**config.mk**
```make
export PLATFORM = sky130hd
export DESIGN_NAME = ddr3_cmd_arb
export DESIGN_NICKNAME = d
export VERILOG_FILES = /design/src/rtl/ddr3_cmd_arb.sv
export SDC_FILE = /design/constraint.sdc
export NUM_CORES = 1
export LEC_CHECK = 0
export CORE_MARGIN = 10
export CORE_UTILIZATION = 49
export CTS_CLUSTER_SIZE = 28
export DETAILED_ROUTE_END_ITERATION = 12
export GPL_TIMING_DRIVEN = 0
export PLACE_DENSITY = 0.85
export SLEW_MARGIN = 20
export SYNTH_ARGS = -nofsm -noshare
export SYNTH_HDL_FRONTEND = slang
export SYNTH_SLANG_ARGS = --single-unit
```
**constraint.sdc**
```tcl
create_clock -name clock -period 7.9 [get_ports clock]
set_clock_uncertainty 0.15 [all_clocks]
set_input_delay 1.58 -clock clock [delete_from_list [all_inputs] [get_ports clock]]
set_output_delay 1.58 -clock clock [all_outputs]
set_load 0.005 [all_outputs]
```
**src/rtl/ddr3_cmd_arb.sv**
```systemverilog
// ddr3_cmd_arb: READ/WRITE/REFRESH command arbiter for a DDR3 data-link layer with postponed-refresh tracking.
// Define DDR3_ARB_ROUND_ROBIN_EN to alternate read/write grants; otherwise reads win.
module ddr3_cmd_arb #(
  parameter int DDR_FREQ_MHZ = 100,
  parameter int DDR_TREFI    = 7800,
  parameter int DDR_ROW_BITS = 13,
  parameter int REF_MAX_PEND = 4
) (
  input  logic                    clock,
  input  logic                    reset_n,
  input  logic                    rd_req_i,
  input  logic [2:0]              rd_bank_i,
  input  logic [DDR_ROW_BITS-1:0] rd_addr_i,
  output logic                    rd_ack_o,
  input  logic                    wr_req_i,
  input  logic [2:0]              wr_bank_i,
  input  logic [DDR_ROW_BITS-1:0] wr_addr_i,
  output logic                    wr_ack_o,
  output logic                    ddl_req_o,
  output logic [3:0]              ddl_cmd_o,
  output logic [2:0]              ddl_ba_o,
  output logic [DDR_ROW_BITS-1:0] ddl_adr_o,
  input  logic                    ddl_rdy_i,
  output logic [3:0]              ref_pend_o,
  output logic                    ref_ovr_o
);
  localparam int          CREFI_I = DDR_TREFI * DDR_FREQ_MHZ / 1000 - 1;
  localparam logic [15:0] CREFI   = 16'(CREFI_I);
  localparam logic [3:0]  PMAX    = 4'(REF_MAX_PEND);
  localparam logic [3:0]  C_READ  = 4'b0101;
  localparam logic [3:0]  C_WRIT  = 4'b0100;
  localparam logic [3:0]  C_REFR  = 4'b0001;
  localparam logic [3:0]  C_NOOP  = 4'b0111;

  typedef enum logic [1:0] {ST_IDLE, ST_READ, ST_WRIT, ST_REFR} state_t;

  state_t                  r_state, w_next;
  logic [15:0]             r_timer;
  logic [3:0]              r_pend;
  logic                    r_ovr;
  logic [2:0]              r_ba;
  logic [DDR_ROW_BITS-1:0] r_adr;
  logic                    w_expire, w_sat, w_refr_acc, w_rd_first, w_grant_rd, w_grant_wr;

  assign w_expire   = r_timer == 16'd0;
  assign w_sat      = r_pend == PMAX;
  assign w_refr_acc = r_state == ST_REFR && ddl_rdy_i;
  assign w_grant_rd = r_state == ST_IDLE && w_next == ST_READ;
  assign w_grant_wr = r_state == ST_IDLE && w_next == ST_WRIT;

`ifdef DDR3_ARB_ROUND_ROBIN_EN
  logic r_wr_turn;
  assign w_rd_first = !r_wr_turn;
  always_ff @(posedge clock or negedge reset_n)
    if (!reset_n) r_wr_turn <= 1'b0;
    else if (w_grant_rd || w_grant_wr) r_wr_turn <= !r_wr_turn;
`else
  assign w_rd_first = 1'b1;
`endif

  always_ff @(posedge clock or negedge reset_n)
    if (!reset_n) r_state <= ST_IDLE;
    else r_state <= w_next;

  // An issued command is never abandoned; even a saturated refresh waits for acceptance.
  always_comb begin
    w_next = r_state;
    if (r_state != ST_IDLE) w_next = ddl_rdy_i ? ST_IDLE : r_state;
    else if (w_sat) w_next = ST_REFR;
    else if (rd_req_i && (w_rd_first || !wr_req_i)) w_next = ST_READ;
    else if (wr_req_i) w_next = ST_WRIT;
    else if (r_pend != 4'd0) w_next = ST_REFR;
  end

  always_ff @(posedge clock or negedge reset_n)
    if (!reset_n) begin
      r_timer <= CREFI;
      r_pend  <= 4'd0;
      r_ovr   <= 1'b0;
      r_ba    <= 3'd0;
      r_adr   <= '0;
    end else begin
      r_timer <= w_expire ? CREFI : r_timer - 16'd1;
      if (w_expire && w_sat) r_ovr <= 1'b1;
      if (w_expire != w_refr_acc) r_pend <= w_expire ? (w_sat ? r_pend : r_pend + 4'd1) : r_pend - 4'd1;
      if (w_grant_rd) begin
        r_ba  <= rd_bank_i;
        r_adr <= rd_addr_i;
      end else if (w_grant_wr) begin
        r_ba  <= wr_bank_i;
        r_adr <= wr_addr_i;
      end
    end

  assign ddl_req_o  = r_state != ST_IDLE;
  assign ddl_cmd_o  = r_state == ST_READ ? C_READ : r_state == ST_WRIT ? C_WRIT : r_state == ST_REFR ? C_REFR : C_NOOP;
  assign ddl_ba_o   = r_ba;
  assign ddl_adr_o  = r_adr;
  assign rd_ack_o   = r_state == ST_READ && ddl_rdy_i;
  assign wr_ack_o   = r_state == ST_WRIT && ddl_rdy_i;
  assign ref_pend_o = r_pend;
  assign ref_ovr_o  = r_ovr;
endmodule

```
Word-level counts from Yosys, hierarchy flattened
Index checks and enable logic that the tools add are counted.
W data, S select, Z words.
{"block": "totals", "register_bits": 39, "word_cells": 45}
{"block": "classes", "n_addsub": 3, "n_eq_ne": 8, "n_mux": 16, "n_reduce_logical": 12}
{"op": "$mux W13", "count": 2}
{"op": "$logic_not A16 Y1", "count": 1}
{"op": "$mux W16", "count": 1}
{"op": "$sub A16 B1 Y16 const B", "count": 1}
{"op": "$mux W3", "count": 5}
{"op": "$mux W2", "count": 6}
{"op": "$mux W4", "count": 2}
{"op": "$eq A2 B2 Y1 const B", "count": 3}
{"op": "$logic_and A1 B1 Y1", "count": 6}
{"op": "$add A4 B1 Y4 const B", "count": 1}
{"op": "$eq A2 B1 Y1 const B", "count": 2}
{"op": "$eq A4 B3 Y1 const B", "count": 1}
{"op": "$reduce_bool A2 Y1", "count": 2}
{"op": "$reduce_bool A4 Y1", "count": 1}
{"op": "$sub A4 B1 Y4 const B", "count": 1}
{"op": "$logic_not A2 Y1", "count": 1}
{"op": "$ne A2 B2 Y1 const B", "count": 1}
{"op": "$reduce_and A2 Y1", "count": 1}
{"op": "$ne A1 B1 Y1", "count": 1}

Logic depth before layout (Yosys ltp)
Gate-level depths: netlist (run 1).
{"block": "depth", "depth_word": 10, "mapped_depth": 10}

Least setup slack after synthesis (run 1)
OpenSTA, ideal clock, no wires.
{"block": "synth_path", "path_type": "in2out", "start": "in ddl_rdy_i", "end": "out rd_ack_o", "arrival_ns": 1.732, "required_ns": 6.170, "path_slack_ns": 4.438, "path_stages": 1, "path_cell_list": "and3_1"}
{"block": "synth_via", "elab_chain_cells": 1}
{"item": "from (decl)", "line": "23", "text": "input logic ddl_rdy_i,"}
{"item": "$logic_and A1 B1 Y1", "line": "99", "text": "assign rd_ack_o = r_state == ST_READ && ddl_rdy_i;"}
{"item": "to (decl)", "line": "14", "text": "output logic rd_ack_o,"}
No other way between the ends.

Worst setup path after layout (run 1)
{"block": "layout_path", "start": "in ddl_rdy_i", "end": "out wr_ack_o"}
{"block": "layout_via", "elab_chain_cells": 1}
{"item": "$logic_and A1 B1 Y1", "line": "100", "text": "assign wr_ack_o = r_state == ST_WRIT && ddl_rdy_i;"}
{"item": "to (decl)", "line": "18", "text": "output logic wr_ack_o,"}
No other way between the ends.

==> impl_metrics.yaml, run 1 <==
synth:
  ys_warn_count: 0
  synthAdderAreaFrac_pct: 2.556
  synth_seq_cells: 39
  avgSynthCellArea_um2: 9.940
  synthCells: 197
  muxShareOfSynthArea_pct: 10.42
  async_reset_ff_share_pct: 100.0
  synthXorXnorAreaFrac_pct: 5.815
  syn_area_mm2: 0.001958
  synth-compound-area-share_pct: 10.16
  synth_top_family_by_area: "simple AND/OR/NAND/NOR gates"
  syn_nets: 238
  synthSimpleGateAreaFrac_pct: 17.38
  synth-main-ff-cell: "dfrtp_1"
  synth_edf_count: 0
  ys_seq_area_share_pct: 50.16
  synth.distinct_cells: 37
floorplan:
  start_util_pct: 51.92
  die_y_um: 83.22
  core-area_mm2: 0.003771
  die-area_mm2: 0.006925
  fp.dieW_um: 83.22
  pin_count: 65
  row_count: 22
finish:
  antennaDiodeCount: 0
  fin_nets: 309
  area_delta_synth_final_pct: 41.09
  drive_above_1_share_pct: 8.550
setup_path:
  end_kind: "output port"
  worstPathCellList: "clkdlybuf4s50_1 > inv_1 > nor2_1 > clkdlybuf4s50_1"
  rr_endpoint: "ref_pend_o[3]$_DFFE_PN0P_"
  critical_path_class: "in2out"
  rr_startpoint: "r_timer[6]$_DFF_PN0_"
  crit_required_ps: 6170
  r2r_cells: 10
  cpPeakStageDelay_ps: 530
  cp_max_fo: 4
  crit_family: "buffers and inverters"
  cp.depth: 4
  cp-start-kind: "primary input"
  crit_start: "ddl_rdy_i"
  cpMaxStageDelayCell: "clkdlybuf4s50_1"
  cpMostUsedCell: "clkdlybuf4s50_1"
  worstPathArrival_ps: 2790
  worstPathBufferInverterCount: 3
  r2r_setup_slack_ps: 4880
  worstSetupEndpoint: "wr_ack_o"
detailed_routing:
  drc: 0
  wirelength_um: 4941
  viasPerCell: 5.180
  vias: 1642
  drtIter0Drc: 68
  wl_per_cell_um: 15.59
  dr.pass1.iters: 4
  ant_nets: 0
hold_path:
  min_path_cells: 1
  hp-class: "reg2reg"
timing:
  clock.fmax_ghz: 0.2214
  totalNegativeSetupSlack_ps: 0
  slew_headroom_pct: 55.62
  timing.final.crit_share_pct: 57.16
  rsz0062_at_grt: "false"
  drv_slew: 0
  finalWorstSetupSlack_ps: 3384
  finalHoldViolations: 0
  worst_pin_slew_ps: 656.5
  setup_violations: 0
  fin_crit_ps: 4516
power_and_ir_drop:
  combPwrFrac_pct: 42.7
  pwr-share-clk_pct: 18.1
  internal_power_mw: 0.5311
  switching_power_mw: 0.2410
  p_seq_share_pct: 39.2
  p_leak_nw: 1.244
  p_per_area_mw_per_mm2: 279.5
  sw_frac_of_total_pct: 31.22
  max-vdd-ir-drop_v: 0.0001746
placement:
  dp_slack_ps: 3385
  port_buffers: 63
  dp_hpwl_um: 3803
  place_congestion: 0.7597
job:
  cap_violations: 0
status:
  outcome: "completed"
clock_tree:
  cts_resized: 0
  clkLatencyLatePin_ps: 290
  clock_sinks: 39
  cts_tree: "done"
  postCtsHoldBufs: 0
  cts.clk_slew.worst_paths_ps: 70
  cts_root_buf: "clkbuf_8"
  numCtsBuffers: 5
  cts_setup_buffers: 0
  htreeDepth: 2
  clockBufferDepth: 2
grt:
  grt_pass1_vias: 1630
  antenna_found_initial: 0
  track_usage_pct: 13.98
  grt_pass1_wl_um: 8086
  grt_start_max_net_pins: 21
  gr-total-overflow: 0
## worst min path at each step
stage | slack [ps] | startpoint | endpoint
global route | 340 | r_timer[0]$_DFF_PN1_ | r_timer[0]$_DFF_PN1_
CTS | 310 | r_timer[0]$_DFF_PN1_ | r_timer[0]$_DFF_PN1_
detailed placement | 300 | r_timer[0]$_DFF_PN1_ | r_timer[0]$_DFF_PN1_
global placement | 290 | r_timer[0]$_DFF_PN1_ | r_timer[0]$_DFF_PN1_
floorplan | 280 | r_timer[0]$_DFF_PN1_ | r_timer[0]$_DFF_PN1_
finish | 310 | r_timer[0]$_DFF_PN1_ | r_timer[0]$_DFF_PN1_
## cells in the final DEF (no fill, tap or decap), drive strengths merged, types with 2 or more instances in the layout
cell,synthesis,final
a21o,2,2
nand3,4,4
xnor2,10,10
a21oi,23,23
nor2,34,34
xor2,3,3
mux2,3,3
ha,4,4
clkdlybuf4s50,0,62
inv,7,7
buf,5,7
nor4,3,3
clkbuf,3,10
mux2i,17,17
o21ai,7,7
and3,2,2
nand2,8,8
nor3,8,8
dfstp,5,5
nor4b,2,2
dfrtp,34,34
or3,3,3
## metal layers
metal / vias to the layer above / track usage, % / wire, um
met5: - / 0 / 0
met4: 0 / 5.231 / 70
met3: 6 / 4.102 / 238
met2: 34 / 24.16 / 2643
met1: 777 / 15.74 / 1989
li1: 825 / - / -
## synth_stat cells (all sizes together), types with 4 or more instances
| master | count | area [um^2] |
|---|---|---|
| a21oi | 23 | 115.1 |
| inv | 7 | 26.28 |
| buf | 5 | 26.27 |
| o21ai | 7 | 35.03 |
| nand2 | 8 | 30.03 |
| nor3 | 8 | 40.04 |
| nor2 | 34 | 127.6 |
| dfrtp | 34 | 850.8 |
| nand3 | 4 | 20.02 |
| dfstp | 5 | 131.4 |
| xnor2 | 10 | 87.58 |
| mux2i | 17 | 170.2 |
| ha | 4 | 50.05 |
## registers in the layout, summed over array words and instances (netlist names)
register	cells
ddl_ba_o	3
ref_pend_o	4
ddl_adr_o	13
ref_ovr_o	1
r_timer	16
r_state	2
## power by group through the flow
stage / combinational, mW / clock, mW / sequential (mW)
after floorplan: 0.145 / 0 / 0.305
after global placement: 0.326 / 0 / 0.302
after detailed placement: 0.333 / 0 / 0.306
after CTS: 0.336 / 0.144 / 0.303
after global routing: 0.363 / 0.150 / 0.313
final: 0.329 / 0.140 / 0.303
## logic make-up after synthesis
group	count (synthesis)
flip-flops	39
AO/OA/AOI/OAI	36
adder cells (fa/ha/maj)	4
buffers and inverters	15
multiplexers	20
XOR/XNOR	13
AND/OR/NAND/NOR	69
other	1
## area by class of cell
cell class / instances / area [um^2]
clock inverters: 1 / 5.005
multi-input cells: 143 / 910.9
clock buffers: 7 / 86.33
fillers: 299 / 1008
well taps: 48 / 60.06
repair buffers: 64 / 653.1
inverters: 7 / 26.28
plain buffers: 8 / 38.79
flip-flops and latches: 39 / 982.2
## worst reg2reg max path: cells and delay by family, from the launching register on
| family | cells | cell delay [ps] |
|---|---|---|
| and+or+nand+nor | 5 | 1400 |
| DFF | 1 | 440 |
| adders and majority gates | 1 | 400 |
| AOI/OAI and AO/OA | 2 | 280 |
| buffers and inverters | 1 | 150 |
| xor gates and xnor gates | 1 | 140 |
## metrics by stage
stage | std cells | util (%) | power, mW | hold slack (ps) | instance area, um^2
global placement | 308 | 70.24 | 0.6280 | 286.2 | 2649
finish | 317 | 73.26 | 0.7722 | 312.7 | 2763
CTS | 317 | 73.26 | 0.7831 | 311.1 | 2763
floorplan | 197 | - | 0.4502 | 278.6 | 1958
global route | 317 | 73.26 | 0.8260 | 341.8 | 2763
detailed placement | 309 | 70.84 | 0.6393 | 295.7 | 2671
Power figures use the tool's default switching activity.
==> inputs of run 2 (changes only) <==
--- a/config.mk
+++ b/config.mk
@@ -6,11 +6,11 @@
 export NUM_CORES = 1
 export LEC_CHECK = 0
 export CORE_MARGIN = 10
-export CORE_UTILIZATION = 49
+export CORE_UTILIZATION = 45
 export CTS_CLUSTER_SIZE = 28
 export DETAILED_ROUTE_END_ITERATION = 12
 export GPL_TIMING_DRIVEN = 0
-export PLACE_DENSITY = 0.85
+export PLACE_DENSITY = 0.79
 export SLEW_MARGIN = 20
 export SYNTH_ARGS = -nofsm -noshare
 export SYNTH_HDL_FRONTEND = slang
==> constraint.sdc (replaced) <==
create_clock -name clock -period 4.35 [get_ports clock]
set_clock_uncertainty 0.15 [all_clocks]
set_input_delay 0.87 -clock clock [delete_from_list [all_inputs] [get_ports clock]]
set_output_delay 0.87 -clock clock [all_outputs]
set_load 0.005 [all_outputs]
==> run 2 against run 1 <==
Against the previous run: clock power increased by 81%; sequential share of layout area barely moved; combinational power increased by 83%; power is 82% higher; via count rose by 1.4%; non-clock buffer count is the same; critical path depth fell by 1; core utilization is 6.1 points lower; hold slack lost 4.2 ps; count of clock-buffer cells in the layout unchanged; design area about the same; global-route usage about the same.
==> impl_metrics.yaml, run 2 (same netlist as run 1, synthesis figures left out) <==
status:
  outcome: "completed"
finish:
  stdcell_count: 319
  area_delta_synth_final_pct: 41.21
  mostFrequentLayoutCells: "clkdlybuf4s50_1, nor2_1, dfrtp_1"
  fin_nets: 309
  fillCellCount: 349
  seq_area_um2: 982.2
  largest_reg_flops: 16
  antennaDiodeCount: 0
  final_common_cell: "clkdlybuf4s50_1"
  multi_input_area_um2: 910.9
  top_register: "r_timer"
  final_area_mm2: 0.002765
  drive_above_1_share_pct: 8.550
timing:
  totalNegativeSetupSlack_ps: 0
  worst_pin_slew_ps: 674.9
  setup_violations: 0
  slew_headroom_pct: 54.37
  rsz0062_at_grt: "false"
  finalHoldViolations: 0
  drv_slew: 0
  clock.fmax_ghz: 0.3235
  finalWorstSetupSlack_ps: 1259
  fin_crit_ps: 3091
  timing.final.crit_share_pct: 71.05
  whs_ps: 308.5
hold_path:
  hp-class: "reg2reg"
  min_path_cells: 1
  min_to: "r_timer[0]$_DFF_PN1_"
  min_from: "r_timer[0]$_DFF_PN1_"
setup_path:
  worstPathCellList: "clkdlybuf4s50_1 > and3_1 > clkdlybuf4s50_1"
  r2r_cells: 10
  rr_startpoint: "r_timer[6]$_DFF_PN0_"
  worstPathArrival_ps: 2070
  cpPeakStageDelay_ps: 520
  rr_endpoint: "ref_pend_o[3]$_DFFE_PN0P_"
  r2r_setup_slack_ps: 1340
  cpMaxStageDelayCell: "clkdlybuf4s50_1"
  crit_family: "buffers and inverters"
  crit_required_ps: 3330
  crit_start: "ddl_rdy_i"
  worstPathBufferInverterCount: 2
  critical_path_class: "in2out"
  cp_max_fo: 4
  cp-start-kind: "primary input"
  cpMostUsedCell: "clkdlybuf4s50_1"
  end_kind: "output port"
placement:
  dp_hpwl_um: 3895
  place_inst: 311
  place_congestion: 0.8113
  placed_area_mm2: 0.002674
  dp_slack_ps: 1256
  port_buffers: 63
floorplan:
  start_util_pct: 47.58
  fp.dieW_um: 85.97
  die-area_mm2: 0.007390
  core-area_mm2: 0.004115
  row_count: 23
  pin_count: 65
  die_y_um: 85.97
clock_tree:
  cts_root_buf: "clkbuf_8"
  clock_sinks: 39
  cts_resized: 0
  cts_setup_buffers: 0
  clockBufferDepth: 2
  numCtsBuffers: 5
  cts.clk_slew.worst_paths_ps: 70
  htreeDepth: 2
  cts_tree: "done"
  postCtsHoldBufs: 0
  clkLatencyLatePin_ps: 290
power_and_ir_drop:
  combPwrFrac_pct: 42.9
  max-vdd-ir-drop_v: 0.0003351
  p_leak_nw: 1.244
  sw_frac_of_total_pct: 31.22
  p_seq_share_pct: 39.1
  pwr-share-clk_pct: 18.0
  p_per_area_mw_per_mm2: 507.4
  internal_power_mw: 0.9649
  switching_power_mw: 0.4380
detailed_routing:
  ant_nets: 0
  vias: 1665
  wirelength_um: 5011
  wl_per_cell_um: 15.71
  dr.pass1.iters: 4
  viasPerCell: 5.219
  drtIter0Drc: 36
  drc: 0
grt:
  gr-total-overflow: 0
  grt_start_max_net_pins: 21
  antenna_found_initial: 0
  track_usage_pct: 14.01
  grt_pass1_vias: 1738
  grt_pass1_wl_um: 8528
job:
  cap_violations: 0
## run 2: worst register-to-register path, delay by kind of cell (launching register included)
kind | cells | cell delay [ps]
AOI/OAI and AO/OA | 2 | 270
xor gates and xnor gates | 1 | 140
adders and majority gates | 1 | 400
buffers and inverters | 1 | 150
DFF | 1 | 450
and+or+nand+nor | 5 | 1390
## run 2: worst max-delay path by stage
stage                                      endpoint  slack (ps)  cells after the start
after detailed placement                   rd_ack_o        1260                      3
after floorplan           ref_pend_o[3]$_DFFE_PN0P_        1580                     10
after CTS                                  rd_ack_o        1250                      3
after global routing                       wr_ack_o        1140                      4
final                                      rd_ack_o        1260                      3
after global placement                     rd_ack_o        1250                      3
## run 2: per-stage QoR
stage                     util (%)  power [mW]
after CTS                    67.19       1.423
after detailed placement     64.97       1.165
after floorplan                  -      0.8175
after global placement       64.43       1.144
after global routing         67.19       1.503
final                        67.19       1.403
## run 2: cell type report
class,count,area share [%]
flip-flops and latches,39,35.52
inverters,7,0.9502
well taps,50,2.262
repair buffers,64,23.62
clock buffers,7,3.122
multi-input cells,143,32.94
clock inverters,1,0.1810
plain buffers,8,1.403
## run 2: power by group through the flow
stage	Sequential, mW	Clock [mW]	Combinational, mW
2_1_floorplan	0.554	0	0.263
3_3_place_gp	0.550	0	0.594
3_5_place_dp	0.555	0	0.610
4_1_cts	0.549	0.260	0.614
5_1_grt	0.563	0.274	0.667
6_report	0.548	0.253	0.601
## run 2: layer usage
| layer | wire (um) | GRT usage, % | vias up |
|---|---|---|---|
| met5 | 0 | 0 | - |
| met4 | 113 | 6.886 | 0 |
| met3 | 282 | 4.447 | 8 |
| met2 | 2560 | 23.26 | 40 |
| met1 | 2055 | 15.81 | 789 |
| li1 | - | - | 828 |
==> inputs of run 3 (changes only) <==
==> constraint.sdc (replaced) <==
create_clock -name clock -period 3.15 [get_ports clock]
set_clock_uncertainty 0.15 [all_clocks]
set_input_delay 0.63 -clock clock [delete_from_list [all_inputs] [get_ports clock]]
set_output_delay 0.63 -clock clock [all_outputs]
set_load 0.005 [all_outputs]
==> run 3 against run 2 <==
Against the previous run: count of clock-buffer cells in the layout did not move; hold slack got worse by 170 ps; power rose by 39%; largest power group unchanged; routed wire length grew 0.32%; clock power rose by 37%; non-clock buffer count did not move; sequential power is 39% higher.
==> impl_metrics.yaml, run 3 (same netlist as run 1, synthesis figures left out) <==
floorplan:
  core-area_mm2: 0.004115
  die-area_mm2: 0.007390
  die_y_um: 85.97
  pin_count: 65
  start_util_pct: 47.58
  row_count: 23
  fp.dieW_um: 85.97
clock_tree:
  cts.clk_slew.worst_paths_ps: 70
  cts_root_buf: "clkbuf_8"
  htreeDepth: 2
  clkLatencyLatePin_ps: 290
  cts_tree: "done"
  cts_setup_buffers: 0
  numCtsBuffers: 5
  clockBufferDepth: 2
  clock_sinks: 39
setup_path:
  end_kind: "flop"
  cpPeakStageDelay_ps: 520
  r2r_cells: 10
  cp_max_fo: 6
  worstPathCellList: "or4_4 > or3_1 > clkbuf_2 > nor3_1 > nand3_1 > ha_4 > a21oi_1 > and3_1 > o21ai_0 > xnor2_1"
  worstPathArrival_ps: 3050
  rr_startpoint: "r_timer[6]$_DFF_PN0_"
  critical_path_class: "reg2reg"
  cpMaxStageDelayCell: "or4_4"
  cp-start-kind: "flop"
  rr_endpoint: "ref_pend_o[3]$_DFFE_PN0P_"
  crit_required_ps: 3220
  r2r_setup_slack_ps: 170
grt:
  grt_start_max_net_pins: 21
  track_usage_pct: 14.01
  grt_pass1_wl_um: 8528
  grt_pass1_vias: 1738
  antenna_found_initial: 0
  gr-total-overflow: 0
timing:
  slew_headroom_pct: 56.04
  drv_slew: 0
  worst_pin_slew_ps: 650.2
  fin_crit_ps: 2982
  rsz0062_at_grt: "false"
  timing.final.crit_share_pct: 94.66
  clock.fmax_ghz: 0.3354
  totalNegativeSetupSlack_ps: 0
  finalHoldViolations: 0
  setup_violations: 0
power_and_ir_drop:
  p_per_area_mw_per_mm2: 702.1
  p_seq_share_pct: 39.0
  max-vdd-ir-drop_v: 0.0004617
  switching_power_mw: 0.6063
  pwr-share-clk_pct: 17.8
  internal_power_mw: 1.344
  combPwrFrac_pct: 43.2
  p_leak_nw: 1.245
  sw_frac_of_total_pct: 31.09
detailed_routing:
  dr.pass1.iters: 4
  wl_per_cell_um: 15.76
  ant_nets: 0
  wirelength_um: 5027
  vias: 1674
  drtIter0Drc: 47
  drc: 0
  viasPerCell: 5.248
placement:
  port_buffers: 63
  dp_hpwl_um: 3895
  place_congestion: 0.8113
  placed_area_mm2: 0.002674
status:
  outcome: "completed"
hold_path:
  hp-class: "in2async"
finish:
  area_delta_synth_final_pct: 41.85
  final_common_cell: "clkdlybuf4s50_1"
  mostFrequentLayoutCells: "clkdlybuf4s50_1, nor2_1, dfrtp_1"
  final_area_mm2: 0.002778
  antennaDiodeCount: 0
  top_register: "r_timer"
  drive_above_1_share_pct: 8.922
  largest_reg_flops: 16
  fillCellCount: 347
  fin_nets: 309
job:
  cap_violations: 0
## run 3: through the flow
step / total power [mW] / hold slack [ps] / util (%) / instances / setup WS [ps]
final: 1.950 / 143.5 / 67.50 / 319 / 168.1
after CTS: 1.965 / 147.4 / 67.19 / 319 / 131.7
after floorplan: 1.129 / 184.4 / - / 197 / 380.7
after detailed placement: 1.609 / 288.8 / 64.97 / 311 / 164.2
after global placement: 1.580 / 286.3 / 64.43 / 310 / 180.2
after global routing: 2.090 / 165.3 / 67.50 / 319 / 4.345
## run 3: cell type report
type,count,area [um^2],share of cell area (%)
multi-input combinational,143,923.4,33.24
clock inverter,1,5.005,0.1802
timing repair buffer,64,653.1,23.51
tap,50,62.56,2.252
inverter,7,26.28,0.9459
sequential,39,982.2,35.36
clock buffer,7,86.33,3.108
buffer,8,38.79,1.396
## run 3: worst max-delay path by stage
stage | from | end | slack [ps]
floorplan | r_timer[6]$_DFF_PN0_ | ref_pend_o[3]$_DFFE_PN0P_ | 380
global placement | r_timer[6]$_DFF_PN0_ | ref_pend_o[3]$_DFFE_PN0P_ | 180
detailed placement | r_timer[6]$_DFF_PN0_ | ref_pend_o[3]$_DFFE_PN0P_ | 160
CTS | r_timer[6]$_DFF_PN0_ | ref_pend_o[3]$_DFFE_PN0P_ | 130
global route | r_timer[6]$_DFF_PN0_ | ref_pend_o[3]$_DFFE_PN0P_ | 4
finish | r_timer[6]$_DFF_PN0_ | ref_pend_o[3]$_DFFE_PN0P_ | 170
## run 3: repair_timing
action / 4_1_cts / 5_1_grt
gates resized for setup: 0 / 1
hold buffers: 0 / 0
endpoints found under the hold margin: 0 / 0
setup endpoints to repair: 0 / 1
## run 3: routing by layer
metal / part of all wire (%) / wire (um) / GRT usage (%) / up-vias
li1: - / - / - / 829
met4: 2.2 / 112 / 6.886 / 0
met5: 0 / 0 / 0 / -
met3: 5.6 / 284 / 4.447 / 8
met1: 41 / 2051 / 15.81 / 795
met2: 51 / 2578 / 23.26 / 42
## run 3: power by group through the flow
stage	combinational, mW	sequential [mW]	clock [mW]
final	0.842	0.761	0.347
after global routing	0.932	0.780	0.378
after CTS	0.848	0.758	0.359
after detailed placement	0.842	0.767	0
after global placement	0.820	0.760	0
after floorplan	0.364	0.765	0
## run 3: worst max-delay path: cells and delay by family (launching register included)
family | cells | cell delay [ps]
buffers and inverters | 1 | 150
xor gates and xnor gates | 1 | 140
and+or+nand+nor | 5 | 1440
adders and majority gates | 1 | 360
DFF | 1 | 450
AOI/OAI and AO/OA | 2 | 240
